`config.mk`:
```
export PLATFORM = sky130hd
export DESIGN_NAME = digest_check
export DESIGN_NICKNAME = d
export VERILOG_FILES = /design/src/rtl/digest_check_pkg.sv /design/src/rtl/digest_check_word_diff.sv /design/src/rtl/digest_check.sv
export SDC_FILE = /design/constraint.sdc
export NUM_CORES = 1
export LEC_CHECK = 0
export ABC_AREA = 1
export ABC_CLOCK_PERIOD_IN_PS = 1800
export CORE_MARGIN = 4
export CORE_UTILIZATION = 37
export CTS_CLUSTER_SIZE = 10
export DETAILED_ROUTE_END_ITERATION = 6
export GPL_ROUTABILITY_DRIVEN = 0
export PLACE_DENSITY = 0.8
export SYNTH_ARGS = -nofsm -noshare
export SYNTH_HDL_FRONTEND = slang
export SYNTH_SLANG_ARGS = --single-unit
```
`constraint.sdc`:
```
create_clock -name clock -period 1.8 [get_ports clock]
set_input_delay 0.18 -clock clock [delete_from_list [all_inputs] [get_ports clock]]
set_output_delay 0.18 -clock clock [all_outputs]
set_load 0.01 [all_outputs]
```
`src/rtl/digest_check_pkg.sv`:
```
// digest_check_pkg: shared types and default sizing for the digest checker.
//   state_e          - comparison FSM states (idle, running, verdict cycle)
//   DIGEST_WORD_W    - default word width (32)
//   DIGEST_NUM_WORDS - default words per digest (8)
//   DIGEST_IDX_W     - width of a word index for the default digest size
package digest_check_pkg;

    localparam int unsigned DIGEST_WORD_W    = 32;
    localparam int unsigned DIGEST_NUM_WORDS = 8;
    localparam int unsigned DIGEST_IDX_W     = $clog2(DIGEST_NUM_WORDS);

    typedef enum logic [1:0] {
        StIdle = 2'd0,
        StRun  = 2'd1,
        StDone = 2'd2
    } state_e;

endpackage

```
`src/rtl/digest_check_word_diff.sv`:
```
// word_diff: combinational "words differ" detector.
//   hash_i - computed digest word
//   exp_i  - expected digest word
//   diff_o - 1 when any bit of the two words differs
module word_diff #(
    parameter int unsigned WORD_W = 32
) (
    input  logic [WORD_W-1:0] hash_i,
    input  logic [WORD_W-1:0] exp_i,
    output logic              diff_o
);

    assign diff_o = |(hash_i ^ exp_i);

endmodule

```
`src/rtl/digest_check.sv`:
```
// digest_check: sequential multi-word digest comparator.
// A start pulse in idle opens a run; NUM_WORDS word pairs are then accepted on
// in_valid && in_ready and their per-word inequality is OR-folded. After the last
// word a one-cycle done pulse is issued and match holds the verdict until the
// next accepted start.
// Ports:
//   clock, reset     - rising-edge clock, asynchronous active-high reset
//   start            - begin a comparison (honoured in idle only)
//   in_valid/ready   - word-pair handshake; in_ready is high while running
//   hash_word        - computed digest word
//   exp_word         - expected digest word
//   busy             - comparison in progress
//   done             - one-cycle verdict pulse
//   match            - 1 when every word pair was equal
//   mismatch_idx     - index of first differing word (DIGEST_CHECK_IDX_EN only)
// Optional feature: define DIGEST_CHECK_IDX_EN to add mismatch_idx.
module digest_check
    import digest_check_pkg::*;
#(
    parameter int unsigned WORD_W    = DIGEST_WORD_W,
    parameter int unsigned NUM_WORDS = DIGEST_NUM_WORDS
) (
    input  logic                         clock,
    input  logic                         reset,
    input  logic                         start,
    input  logic                         in_valid,
    output logic                         in_ready,
    input  logic [WORD_W-1:0]            hash_word,
    input  logic [WORD_W-1:0]            exp_word,
    output logic                         busy,
    output logic                         done,
`ifdef DIGEST_CHECK_IDX_EN
    output logic [$clog2(NUM_WORDS)-1:0] mismatch_idx,
`endif
    output logic                         match
);

    localparam int unsigned IdxW = $clog2(NUM_WORDS);
    localparam logic [IdxW-1:0] LastIdx = IdxW'(NUM_WORDS - 1);

    state_e          state_q;
    logic [IdxW-1:0] cnt_q;
    logic            diff_q;
    logic            diff_d;
    logic            busy_q;
    logic            done_q;
    logic            match_q;
    logic            word_diff_w;
    logic            accept;
    logic            last_word;

    word_diff #(
        .WORD_W (WORD_W)
    ) u_word_diff (
        .hash_i (hash_word),
        .exp_i  (exp_word),
        .diff_o (word_diff_w)
    );

    assign in_ready  = (state_q == StRun);
    assign accept    = in_ready && in_valid;
    assign last_word = (cnt_q == LastIdx);
    // Folded diff including the word on the bus, so the final word is in the verdict.
    assign diff_d    = diff_q | word_diff_w;

`ifdef DIGEST_CHECK_IDX_EN
    logic [IdxW-1:0] first_idx_q;
    logic [IdxW-1:0] first_idx_d;
    logic [IdxW-1:0] idx_q;

    // Latch the counter only on the first differing word of the run.
    always_comb begin
        first_idx_d = first_idx_q;
        if (!diff_q && word_diff_w) begin
            first_idx_d = cnt_q;
        end
    end

    assign mismatch_idx = idx_q;
`endif

    always_ff @(posedge clock or posedge reset) begin
        if (reset) begin
            state_q     <= StIdle;
            cnt_q       <= '0;
            diff_q      <= 1'b0;
            busy_q      <= 1'b0;
            done_q      <= 1'b0;
            match_q     <= 1'b0;
`ifdef DIGEST_CHECK_IDX_EN
            first_idx_q <= '0;
            idx_q       <= '0;
`endif
        end else begin
            unique case (state_q)
                StIdle: begin
                    if (start) begin
                        state_q     <= StRun;
                        cnt_q       <= '0;
                        diff_q      <= 1'b0;
                        busy_q      <= 1'b1;
                        match_q     <= 1'b0;
`ifdef DIGEST_CHECK_IDX_EN
                        first_idx_q <= '0;
                        idx_q       <= '0;
`endif
                    end
                end
                StRun: begin
                    if (accept) begin
                        diff_q      <= diff_d;
`ifdef DIGEST_CHECK_IDX_EN
                        first_idx_q <= first_idx_d;
`endif
                        if (last_word) begin
                            state_q <= StDone;
                            busy_q  <= 1'b0;
                            done_q  <= 1'b1;
                            match_q <= ~diff_d;
`ifdef DIGEST_CHECK_IDX_EN
                            idx_q   <= diff_d ? first_idx_d : '0;
`endif
                        end else begin
                            cnt_q <= cnt_q + IdxW'(1);
                        end
                    end
                end
                StDone: begin
                    state_q <= StIdle;
                    done_q  <= 1'b0;
                end
                default: begin
                    state_q <= StIdle;
                    busy_q  <= 1'b0;
                    done_q  <= 1'b0;
                end
            endcase
        end
    end

    assign busy  = busy_q;
    assign done  = done_q;
    assign match = match_q;

endmodule
```
# [Yosys cells after proc, flatten, opt, wreduce, memory -nomap -nowiden]
# Index checks and enable logic that the tools add are counted.
[op_classes] n_addsub=1 bitwise=5 eq_ne=7 muxes=21 n_reduce_logical=10
[ops] cell="32-bit OR reduction" n=1
[ops] cell="32-bit XOR" n=1
[ops] cell="4-bit AND reduction" n=3
[ops] cell="1-bit 2-to-1 mux" n=9
[ops] cell="3-bit 2-to-1 mux" n=3
[ops] cell="3-bit AND reduction" n=3
[ops] cell="2-bit 2-to-1 mux" n=3
[ops] cell="1-bit one-hot mux with 2 select lines" n=3
[ops] cell="3-bit one-hot mux with 2 select lines" n=1
[ops] cell="2-bit by 1-bit != test with 1-bit output, second input constant" n=2
[ops] cell="2-bit != test, second input constant" n=2
[ops] cell="2-bit one-hot mux with 2 select lines" n=1
[ops] cell="3-bit by 1-bit adder with 3-bit output, second input constant" n=1
[ops] cell="3-bit == test, second input constant" n=1
[ops] cell="1-bit NOT" n=3
[ops] cell="1-bit one-hot mux with 3 select lines" n=1
[ops] cell="2-bit by 1-bit == test with 1-bit output, second input constant" n=1
[ops] cell="2-bit == test, second input constant" n=1
[ops] cell="2-bit logical NOT" n=1
[ops] cell="2-bit nonzero test" n=1
[ops] cell="1-bit logical AND" n=1
[ops] cell="1-bit bitwise OR" n=1
[totals] regBits=9 output_inout_bits=4 in_bits=68 wordCells=50

# [Depth between registers and ports, before layout]
[depth] ltp_word=7 mapped_depth=11 mapped_depth_nobuf=11

# [Modules after synthesis]
# A second synthesis with hierarchy kept.
[unflattened] cells_unflattened=153 hier_area_um2=932.1
[modules_own_cells] module="digest_check" instances=1 seq_area_each_um2=225.2 cells_each=66 area_each_um2=475.5
[modules_own_cells] module="word_diff" instances=1 seq_area_each_um2=0.0 cells_each=87 area_each_um2=456.7

# [Worst setup path after synthesis]
# Ideal clock, no wire load.
[synth_timing] kind="reg2reg" startpoint="reg cnt_q[0]" endpoint="reg cnt_q[0]" stages_incl_launch_ff=9 setup_time_ns=0.119 arrival_ns=1.247 slack_ns=0.434 cell_sequence="dfrtp_1 -> ha_1 -> ha_1 -> inv_1 -> nor2_8 -> nor2_4 -> inv_1 -> nand2_1 -> o21ai_2"
[synth_between] elab_chain_len=4 elab_cells_between_ends=7 cone_classes="add/sub (1); eq/ne (2); mux (3); reduce/logical (1)"
[synth_lines] item="start, declared" line="digest_check.sv:42" text="logic [IdxW-1:0] cnt_q;"
[synth_lines] item="start signal, assigned" line="digest_check.sv:124" text="cnt_q <= cnt_q + IdxW'(1);"
[synth_lines] item="3-bit by 1-bit adder with 3-bit output" line="digest_check.sv:124"
[synth_lines] item="3-bit 2-to-1 mux" line="digest_check.sv:115" text="if (last_word) begin"
[synth_lines] item="3-bit 2-to-1 mux" line="digest_check.sv:110" text="if (accept) begin"
[synth_lines] item="3-bit one-hot mux with 2 select lines" line="digest_check.sv:95" text="unique case (state_q)"
# Parallel ways exist; a longest one is shown, timed or not. The select of a mux whose other input is x is not followed.
# A chain may end at the register's enable or synchronous reset.

# [Worst setup path in the final report]
[layout_timing] startpoint="reg state_q[1]" endpoint="out in_ready"
[layout_between] elab_chain_len=1
[layout_lines] item="start, declared" line="digest_check.sv:41" text="state_e state_q;"
[layout_lines] item="start signal, assigned" line="digest_check.sv:84" text="state_q <= StIdle;"
[layout_lines] item="start signal, assigned" line="digest_check.sv:98" text="state_q <= StRun;"
[layout_lines] item="start signal, assigned" line="digest_check.sv:116" text="state_q <= StDone;"
[layout_lines] item="2-bit by 1-bit == test with 1-bit output" line="digest_check.sv:60" text="assign in_ready = (state_q == StRun);"
[layout_lines] item="end, declared" line="digest_check.sv:27" text="output logic in_ready,"
# Every way passes these cells.

==> summary.txt <==
Psw - 431.8 µW
Pre-antenna DRT Iters - 4
Switching Fraction - 0.3801
Crit-path max FO - 6
Power Density - 576.1 nW/µm²
Outcome - completed
Row count - 20
Share of power burned in combinational logic - 0.578
WL final - 3.094 mm
Largest net degree at the start of global routing - 10
Later-pin clock latency in the skew report - 0.26 ns
Synth Instances - 225
Most common cell after layout, fill and taps aside - nand2_1
First-pass GRT wire length - 5.161 mm
Endpoint of the worst register-to-register path - cnt_q[0]$_DFFE_PP0P_
Vias in the first global route - 1320
Starting Density - 0.3840
Hold WS - 0.1704 ns
GR Util met2 - 0.2977
Die height - 64.29 µm
Die footprint - 4133 µm²
Max clock buf depth - 2
Total of max-cap violations - 0
CTS Buf Count - 3
Core area - 3053 µm²
Max Slew Vio Count - 0
I/O Buffers - 71
Wire per inst - 8.968 µm
Nets - 372
Int Pwr - 704.2 µW
Layer with the highest usage - met2
Rel. slew slack - 0.7707
Post-route ant nets - 0
Non-Filler Instances - 345
# IOs - 72
Post-route setup slack - 0.1366 ns
Via count - 1405
Gr usage total - 0.1539
Postcts setup bufs - 0
Max frequency - 601.2 MHz
Grt ovf - 0
WP data arrival - 1.48 ns
CTS tree - yes
P&R area growth vs syn - 68.20%
DRC viols - 0
Tot Pwr - 1.136 mW
R2R Path Start - cnt_q[0]$_DFFE_PP0P_
WS Path Type - reg -> out
M1 GR Usage - 0.1683
Share of cells above drive strength 1 - 0.04983
H-Tree Level Count - 1
Final setup vio count - 0
Final Cell Area - 1972 µm²
Chip Width - 64.29 µm
Flops & latches, synth - 9
Post-DP HPWL - 2.831 mm
Slew @ Worst Pin - 0.3436 ns
Net Count, Synth - 295
Total negative slack - 0 ns
Placed Cells incl. Taps - 341
Tcrit/Tclk final - 0.9241
RSZ-0062 raised after global routing - false
Reg power frac - 0.280
YS warnings - 0
CP endpoint kind - output pin
N_diodes - 0
Clock skew - 0.002849 ns
Resize count post-CTS - 0
M3 GR Usage - 0.02460
Hold Violations, Final - 0
Required @ worst endpoint - 1.62 ns
Pre-CTS setup slack - 0.2885 ns
Hold Crit Class - in -> async
Initial antenna violation count - 0
Dpl cell area - 1946 µm²
Final Critical Period - 1.663 ns
Flop2flop setup slack - 0.34 ns
Register area share after synthesis - 0.1921
Avg Vias per Cell - 4.072
CTS Hold Buffers Added - 0
Clock transition at path regs - 0.06 ns
Most frequent cells in the layout - nand2_1 (91), clkdlybuf4s50_1 (71), inv_1 (62)
Final design utilization - 0.6459
Clock Power Share - 0.142
Leakage - 1.116 nW
Distinct cell type count after synthesis - 20
Clock sinks - 9
Post-Syn Area - 1172 µm²
R2R depth - 8
Clock root cell - clkbuf_4
Syn avg cell area - 5.211 µm²
Iter 0 DRT Violations - 30
Max VDD drop - 0.3027 mV
Crit start category - flip-flop
critical path, cell delays in order, from the launching register on:
cell and delay [ns]:
dfrtp_1 0.44, nor2_4 0.21, clkdlybuf4s50_1 0.57
cell usage after synthesis:
cell	instances	area share
o22ai_1	1	0.0053
nor2_4	4	0.038
o21ai_0	7	0.030
nand3_1	7	0.030
or2_2	2	0.011
nand2_1	91	0.29
xnor2_1	4	0.030
ha_1	2	0.021
nor2_8	1	0.017
xor2_1	1	0.0075
o21ai_2	1	0.0075
a21oi_1	1	0.0043
inv_2	1	0.0032
inv_1	62	0.20
dfrtp_1	9	0.19
inv_4	1	0.0053
nand4_1	2	0.011
a21oi_2	1	0.0075
o31ai_1	1	0.0064
nor2_1	26	0.083
power by group through the flow:
stage          Clock [mW]  Combinational, mW  Sequential (mW)
3_5_place_dp            0              0.665            0.323
5_1_grt             0.184              0.747            0.328
3_3_place_gp            0              0.650            0.324
4_1_cts             0.166              0.667            0.320
6_report            0.161              0.656            0.319
2_1_floorplan           0              0.363            0.327
final cells by class:
cell class                 count  area (µm²)
fill                         310        1081
sequential                     9       225.2
inverter                      64       242.7
multi-input combinational    152       704.4
timing repair buffer          72       718.2
clock buffer                   4       26.28
tap                           44       55.05
kinds of logic after synthesis:
logic type / after synthesis / synth area share
XOR/XNOR: 5 / 0.03735
flip-flops: 9 / 0.1921
adder cells (fa/ha/maj): 2 / 0.02134
AO/OA/AOI/OAI: 12 / 0.06083
buffers and inverters: 64 / 0.2070
AND/OR/NAND/NOR: 133 / 0.4813
sequential cells by signal, indices dropped and copies added, names as in the netlist:
name     count
state_q      2
diff_q       1
done         1
cnt_q        3
match        1
busy         1
metal layers:
| layer | part of all wire | vias up |
|---|---|---|
| met5 | 0 | - |
| met4 | 0.012 | 0 |
| met3 | 0.058 | 5 |
| met2 | 0.51 | 37 |
| met1 | 0.42 | 566 |
| li1 | - | 797 |
worst max-delay path by stage:
stage	start	endpoint	cells after the start
final	state_q[1]$_DFFE_PP0P_	in_ready	2
after global routing	state_q[1]$_DFFE_PP0P_	in_ready	2
after CTS	state_q[1]$_DFFE_PP0P_	in_ready	2
after detailed placement	exp_word[8]	diff_q$_DFFE_PP0P_	12
after global placement	hash_word[5]	diff_q$_DFFE_PP0P_	10
after floorplan	cnt_q[0]$_DFFE_PP0P_	cnt_q[0]$_DFFE_PP0P_	8
Power figures use the tool's default switching activity.
